===== src/rtl/multicore_boot_seq.sv =====
// rtl/multicore_boot_seq.sv - staggered multi-core reset release with optional per-core hang watchdog
// Optional watchdog is compiled in with MULTICORE_BOOT_SEQ_WATCHDOG_EN.
module multicore_boot_seq #(
    parameter int NUM_CORES      = 2,
    parameter int INIT_DELAY     = 16,
    parameter int STAGGER_CYCLES = 8,
    parameter int WDT_LIMIT      = 1024
) (
    input  logic                 wb_clk_i,
    input  logic                 wb_rst_i,
    input  logic                 restart_i,
    input  logic [NUM_CORES-1:0] core_active_i,
    output logic [NUM_CORES-1:0] core_rst_o,
    output logic                 all_released_o,
    output logic [NUM_CORES-1:0] core_hung_o,
    output logic                 hang_irq_o
);

    localparam int LAST_REL = INIT_DELAY + (NUM_CORES - 1) * STAGGER_CYCLES;
    localparam int SEQ_W    = $clog2(LAST_REL + 1);
    localparam logic [SEQ_W-1:0] SEQ_MAX   = SEQ_W'(LAST_REL);
    localparam logic [SEQ_W-1:0] FIRST_REL = SEQ_W'(INIT_DELAY);
    localparam bit DIRECT_RUN = (NUM_CORES == 1) || (STAGGER_CYCLES == 0);

    typedef enum logic [1:0] {
        S_INIT    = 2'd0,
        S_RELEASE = 2'd1,
        S_RUN     = 2'd2
    } state_e;

    state_e               state_q, state_d;
    logic [SEQ_W-1:0]     seq_cnt_q, seq_cnt_d;
    logic [NUM_CORES-1:0] core_rst_q, core_rst_d;
    logic                 all_released_q, all_released_d;

    always_ff @(posedge wb_clk_i or posedge wb_rst_i) begin
        if (wb_rst_i) begin
            state_q        <= S_INIT;
            seq_cnt_q      <= '0;
            core_rst_q     <= '1;
            all_released_q <= 1'b0;
        end else begin
            state_q        <= state_d;
            seq_cnt_q      <= seq_cnt_d;
            core_rst_q     <= core_rst_d;
            all_released_q <= all_released_d;
        end
    end

    always_comb begin
        state_d = state_q;
        if (restart_i) begin
            state_d = S_INIT;
        end else begin
            case (state_q)
                S_INIT:    if (seq_cnt_q >= FIRST_REL) state_d = DIRECT_RUN ? S_RUN : S_RELEASE;
                S_RELEASE: if (seq_cnt_q >= SEQ_MAX) state_d = S_RUN;
                S_RUN:     state_d = S_RUN;
                default:   state_d = S_INIT;
            endcase
        end
    end

    // The sequence counter saturates at the last release point, so releases stay monotone.
    always_comb begin
        seq_cnt_d      = seq_cnt_q;
        core_rst_d     = core_rst_q;
        all_released_d = (state_d == S_RUN);
        if (restart_i) begin
            seq_cnt_d  = '0;
            core_rst_d = '1;
        end else begin
            if (seq_cnt_q != SEQ_MAX) seq_cnt_d = seq_cnt_q + SEQ_W'(1);
            for (int k = 0; k < NUM_CORES; k++) begin
                core_rst_d[k] = core_rst_q[k] &
                                (int'(seq_cnt_q) < INIT_DELAY + k * STAGGER_CYCLES);
            end
        end
    end

    assign core_rst_o     = core_rst_q;
    assign all_released_o = all_released_q;

`ifdef MULTICORE_BOOT_SEQ_WATCHDOG_EN
    localparam int WDT_W = $clog2(WDT_LIMIT + 1);
    localparam logic [WDT_W-1:0] WDT_MAX = WDT_W'(WDT_LIMIT);
    localparam logic [WDT_W-1:0] WDT_PRE = WDT_W'(WDT_LIMIT - 1);

    logic [NUM_CORES-1:0][WDT_W-1:0] wdt_q, wdt_d;
    logic [NUM_CORES-1:0]            hung_q, hung_d;
    logic                            irq_q, irq_d;

    always_ff @(posedge wb_clk_i or posedge wb_rst_i) begin
        if (wb_rst_i) begin
            wdt_q  <= '0;
            hung_q <= '0;
            irq_q  <= 1'b0;
        end else begin
            wdt_q  <= wdt_d;
            hung_q <= hung_d;
            irq_q  <= irq_d;
        end
    end

    // Activity in the final idle cycle wins over the hang flag.
    always_comb begin
        wdt_d  = wdt_q;
        hung_d = hung_q;
        irq_d  = |hung_q;
        for (int k = 0; k < NUM_CORES; k++) begin
            if (restart_i) begin
                wdt_d[k]  = '0;
                hung_d[k] = 1'b0;
            end else if (core_rst_q[k] || core_active_i[k]) begin
                wdt_d[k] = '0;
            end else if (wdt_q[k] != WDT_MAX) begin
                wdt_d[k] = wdt_q[k] + WDT_W'(1);
                if (wdt_q[k] == WDT_PRE) hung_d[k] = 1'b1;
            end
        end
    end

    assign core_hung_o = hung_q;
    assign hang_irq_o  = irq_q;
`else
    logic unused_core_active;
    assign unused_core_active = ^core_active_i;
    assign core_hung_o        = '0;
    assign hang_irq_o         = 1'b0;
`endif

endmodule

===== config.mk =====
export PLATFORM = sky130hd
export DESIGN_NAME = multicore_boot_seq
export DESIGN_NICKNAME = d
export VERILOG_FILES = /design/src/rtl/multicore_boot_seq.sv
export SDC_FILE = /design/constraint.sdc
export NUM_CORES = 1
export LEC_CHECK = 0
export CAP_MARGIN = 20
export CELL_PAD_IN_SITES_DETAIL_PLACEMENT = 0
export CELL_PAD_IN_SITES_GLOBAL_PLACEMENT = 1
export CORE_MARGIN = 5
export CORE_UTILIZATION = 39
export CTS_CLUSTER_SIZE = 16
export DETAILED_ROUTE_END_ITERATION = 8
export PLACE_DENSITY = 0.88
export SLEW_MARGIN = 40
export SYNTH_ARGS = -nofsm -noshare
export SYNTH_HDL_FRONTEND = slang
export SYNTH_SLANG_ARGS = --single-unit

===== constraint.sdc =====
create_clock -name wb_clk_i -period 2.4 [get_ports wb_clk_i]
set_input_delay 0.48 -clock wb_clk_i [delete_from_list [all_inputs] [get_ports wb_clk_i]]
set_output_delay 0.48 -clock wb_clk_i [all_outputs]
set_load 0.05 [all_outputs]

* Yosys cells after proc, flatten, opt, wreduce, memory -nomap -nowiden
Index checks and enable logic that the tools add are counted.
** Cells by class
- $add $sub $neg :: 1
- Magnitude comparators :: 4
- Equal/unequal tests :: 4
- Muxes and demuxes :: 7
- Bitwise operators :: 2
- Reductions and logical operators :: 2
** Operator list (count)
- greater-or-equal comparator 5 bit, second input constant :: 2
- less-than comparator 5 bit, second input constant :: 2
- two-way mux 5 bit :: 2
- two-way mux 2 bit :: 4
- one-hot mux 2 bit (3 select lines) :: 1
- adder 5 x 1 -> 5 bit, second input constant :: 1
- != test 5 bit, second input constant :: 1
- equality test 2 bit, second input constant :: 2
- AND 1 bit :: 2
- equality test 2 x 1 -> 1 bit, second input constant :: 1
- logical NOT 2 bit :: 1
- nonzero test 2 bit :: 1
** Word-level totals
- Register bits :: 10
- Input port bits :: 5
- Output and inout port bits :: 6
- Logic and storage cells :: 24

* Longest topological paths before layout
- Word-level depth :: 5
- Gate-level depth with buffers :: 4
- Mapped depth without buffers :: 4

* Worst setup path after synthesis
No wires, ideal clock.
- Path kind :: register to register
- From :: register seq_cnt_q[0]
- To :: register seq_cnt_q[0]
- Setup time :: 0.125 ns
- Arrival :: 1.122 ns
- Data required time :: 2.275 ns
- Setup slack :: 1.153 ns
- Stages on the path, launching flop included :: 5
- Path buffers :: 0
- Period minus slack after synthesis :: 1.247 ns
- Cells stage by stage :: dfrtp_1 -> inv_1 -> ha_1 -> and4b_4 -> mux2_4
** Between the ends
- Word-level cells in the longest chain between the ends :: 3
- Elaborated cells between the ends (all ways) :: 5
- Those cells by class :: add/sub: 1; eq/ne: 1; mux: 2; reduce/logical: 1
** RTL lines
- start: declaration :: RTL line 32 : logic [SEQ_W-1:0] seq_cnt_q, seq_cnt_d;
- start signal: assignment :: RTL line 44 : seq_cnt_q <= seq_cnt_d;
- adder 5 x 1 -> 5 bit :: RTL line 73 : if (seq_cnt_q != SEQ_MAX) seq_cnt_d = seq_cnt_q + SEQ_W'(1);
- two-way mux 5 bit :: RTL line 73
- two-way mux 5 bit :: RTL line 69 : if (restart_i) begin
Parallel ways exist; a longest one is shown, timed or not. The select of a mux whose other input is x is not followed.
A chain may end at the register's enable or synchronous reset.

* Final worst setup path
- From :: register core_rst_q[0], in the netlist core_rst_o[0]
- To :: output core_rst_o[0]
** RTL lines
- start: declaration :: RTL line 33 : logic [NUM_CORES-1:0] core_rst_q, core_rst_d;
- start signal: assignment :: RTL line 45 : core_rst_q <= core_rst_d;
- end: declaration :: RTL line 13 : output logic [NUM_CORES-1:0] core_rst_o,
No word-level cell between the ends.

==> reports/results.txt <==
crit path buf inv count: 1
Worst Hold Class: reg -> reg
Synth Flop Type: dfrtp_1
Final #Nets: 63
FILL cells: 133
IO Count: 11
initial antenna violation count: 0
Async S/R FF share, synth: 100%
number of buffers created by CTS: 3
design area: 583 sq um
crit path kind: reg -> out
RSZ-0062 raised after global routing: false
global-route wire length before repair: 1230 um
synth warn: 0
CTS tree: built
Post-CTS Setup Inserts: 0
Pleak: 0.000260 uW
Clk Latency, worst-skew pair: 260 ps
crit-path cells: clkdlybuf4s50_1
final hold vios: 0
PwrDens: 552 mW/mm^2
row cnt: 13
Total GRT Usage: 8.63%
fin cells: 69
largest net degree at the start of global routing: 15
EDFF count, synth: 0
fin crit share: 85.8%
CP Data Arrival Time: 1580 ps
Die Span Y: 46.3 um
CTS Hold Bufs: 0
routability congestion estimate: 0.710
chip width: 46.3 um
area delta synth->final: 13.4%
share of layout cells above drive strength 1: 16.7%
area of the core: 0.00127 sq mm
status: completed
post-synthesis register bit count: 10
CTS Buffer Depth: 2
Final ANT Viol Nets: 0
IO buf count: 5
clk slew on worst S/H paths: 60 ps
Antenna diodes: 0
WP data required: 1920 ps
CP max-delay cell: clkdlybuf4s50_1
first drt pass iteration count: 3
f_max: 486 MHz
worst vdd ir: 0.227 mV
CTS sink cnt: 10
Post-DP Area: 561 sq um
DRC violations left: 0
synthesized cell area: 514 sq um
PostCTS Resize Cnt: 0
total grt overflow: 0
syn_area_per_cell: 10.7 sq um
root buf cell: clkbuf_4
sequential share of the synthesized area: 49.1%
routed length per placed instance: 11.1 um
CP startpoint kind: flip-flop
setup tns final: 0 ps
Slew Viols, Final: 0
crit-path max cell delay: 790 ps
max cap viols: 0
Worst Skew: 3.92 ps
post-placement cell count: 66
Critical Path Sink Type: primary output
Initial Util: 40.5%
area leader, netlist: dfrtp_1
total power: 322 uW
Crit path max-delay family: buffers and inverters
Period minus WS final: 2060 ps
H-tree depth: 1
total number of vias: 330
crit path max fanout: 2
Yosys top cell area share: 38.9%
Vias/cell: 4.78
Die ar.: 0.00214 sq mm
vias in the first global route: 287
DR iter-0 viols: 3
Mapped Cells: 48
total wire length: 763 um
Hold WS: 477 ps
unique cell type count in the Yosys netlist: 22
final setup vio count: 0
Synth area leaders: dfrtp_1 (39%), dfstp_2 (10%), buf_4 (5.8%), ha_1 (4.9%), mux2_2 (4.4%)
hpwl dp: 558 um
-- metrics by stage --
step | util [%] | setup WS (ps)
after CTS | 46.0 | 324
after global routing | 46.0 | 303
after global placement | 44.2 | 618
after detailed placement | 44.2 | 612
after floorplan | - | 1150
final | 46.0 | 342
-- state kept, by name, indices dropped and copies added, names as in the netlist --
name	cells
seq_cnt_q	5
core_rst_o	2
state_q	2
all_released_o	1
-- power by group --
group          leakage, uW  internal, uW  total, uW  switching (uW)
Combinational     0.000116          11.7       34.0            22.3
Clock            0.0000138          57.7        110            52.3
Sequential        0.000130           173        178            4.99
Total             0.000260           242        322            79.6
-- path summary, 6_finish.rpt --
kind | to | from | depth (start not counted) | slack, ps
worst max-delay path | core_rst_o[0] | core_rst_o[0] | 1 | 340
worst min register to register | state_q[0] | state_q[1] | 1 | 480
worst max register to register | seq_cnt_q[0] | seq_cnt_q[0] | 4 | 1080
worst min-delay path | state_q[0] | state_q[1] | 1 | 480
max in group asynchronous | core_rst_o[0] | wb_rst_i | 2 | 1600
min in group asynchronous | seq_cnt_q[0] | wb_rst_i | 2 | 490
-- synthesized netlist by cell type, types with 2 or more instances --
| cell type | number |
|---|---|
| a21o_1 | 2 |
| a21oi_1 | 2 |
| buf_4 | 4 |
| dfrtp_1 | 8 |
| dfstp_2 | 2 |
| ha_1 | 2 |
| inv_1 | 4 |
| mux2_2 | 2 |
| nand2b_1 | 3 |
| nand3_1 | 2 |
| nor2_1 | 4 |
| nor2b_1 | 3 |
-- kinds of logic after synthesis --
logic type | after synthesis | synth area share (%)
and+or+nand+nor | 18 | 20.7
DFF | 10 | 49.1
buffers and inverters | 8 | 8.76
AOI/OAI and AO/OA | 4 | 4.87
muxes | 4 | 9.24
adders and majority gates | 2 | 4.87
other | 1 | 0.729
xor gates and xnor gates | 1 | 1.70
-- routing by layer --
metal	GRT usage, %	part of all wire (%)
met1	9.05	43
met2	13.2	48
met3	6.25	8.7
met4	3.41	0
met5	0	0
-- cells in the final DEF, fill, tap and decap left out, drive strengths merged --
| cell | netlist | routed |
|---|---|---|
| conb | 1 | 3 |
| xnor2 | 1 | 1 |
| nand3 | 2 | 2 |
| nand4b | 1 | 1 |
| nand2b | 3 | 3 |
| dfstp | 2 | 2 |
| and3 | 1 | 1 |
| clkdlybuf4s50 | 0 | 5 |
| clkbuf | 0 | 3 |
| nand2 | 1 | 1 |
| mux2i | 1 | 1 |
| a21o | 2 | 2 |
| and4b | 1 | 1 |
| inv | 4 | 4 |
| a21oi | 2 | 2 |
| nor3 | 1 | 1 |
| nor4 | 1 | 1 |
| nor2b | 3 | 3 |
| dfrtp | 8 | 8 |
| ha | 2 | 2 |
| mux2 | 3 | 3 |
| nor2 | 4 | 4 |
-- layout make-up --
cell class | instances | area (sq um) | area share (%)
clock buffer | 3 | 22.5 | 3.86
multi-input combinational | 32 | 224 | 38.4
tap | 15 | 18.8 | 3.22
timing repair buffer | 5 | 50.0 | 8.58
inverter | 4 | 15.0 | 2.58
sequential | 10 | 253 | 43.3
(Power assumes the default switching activity.)
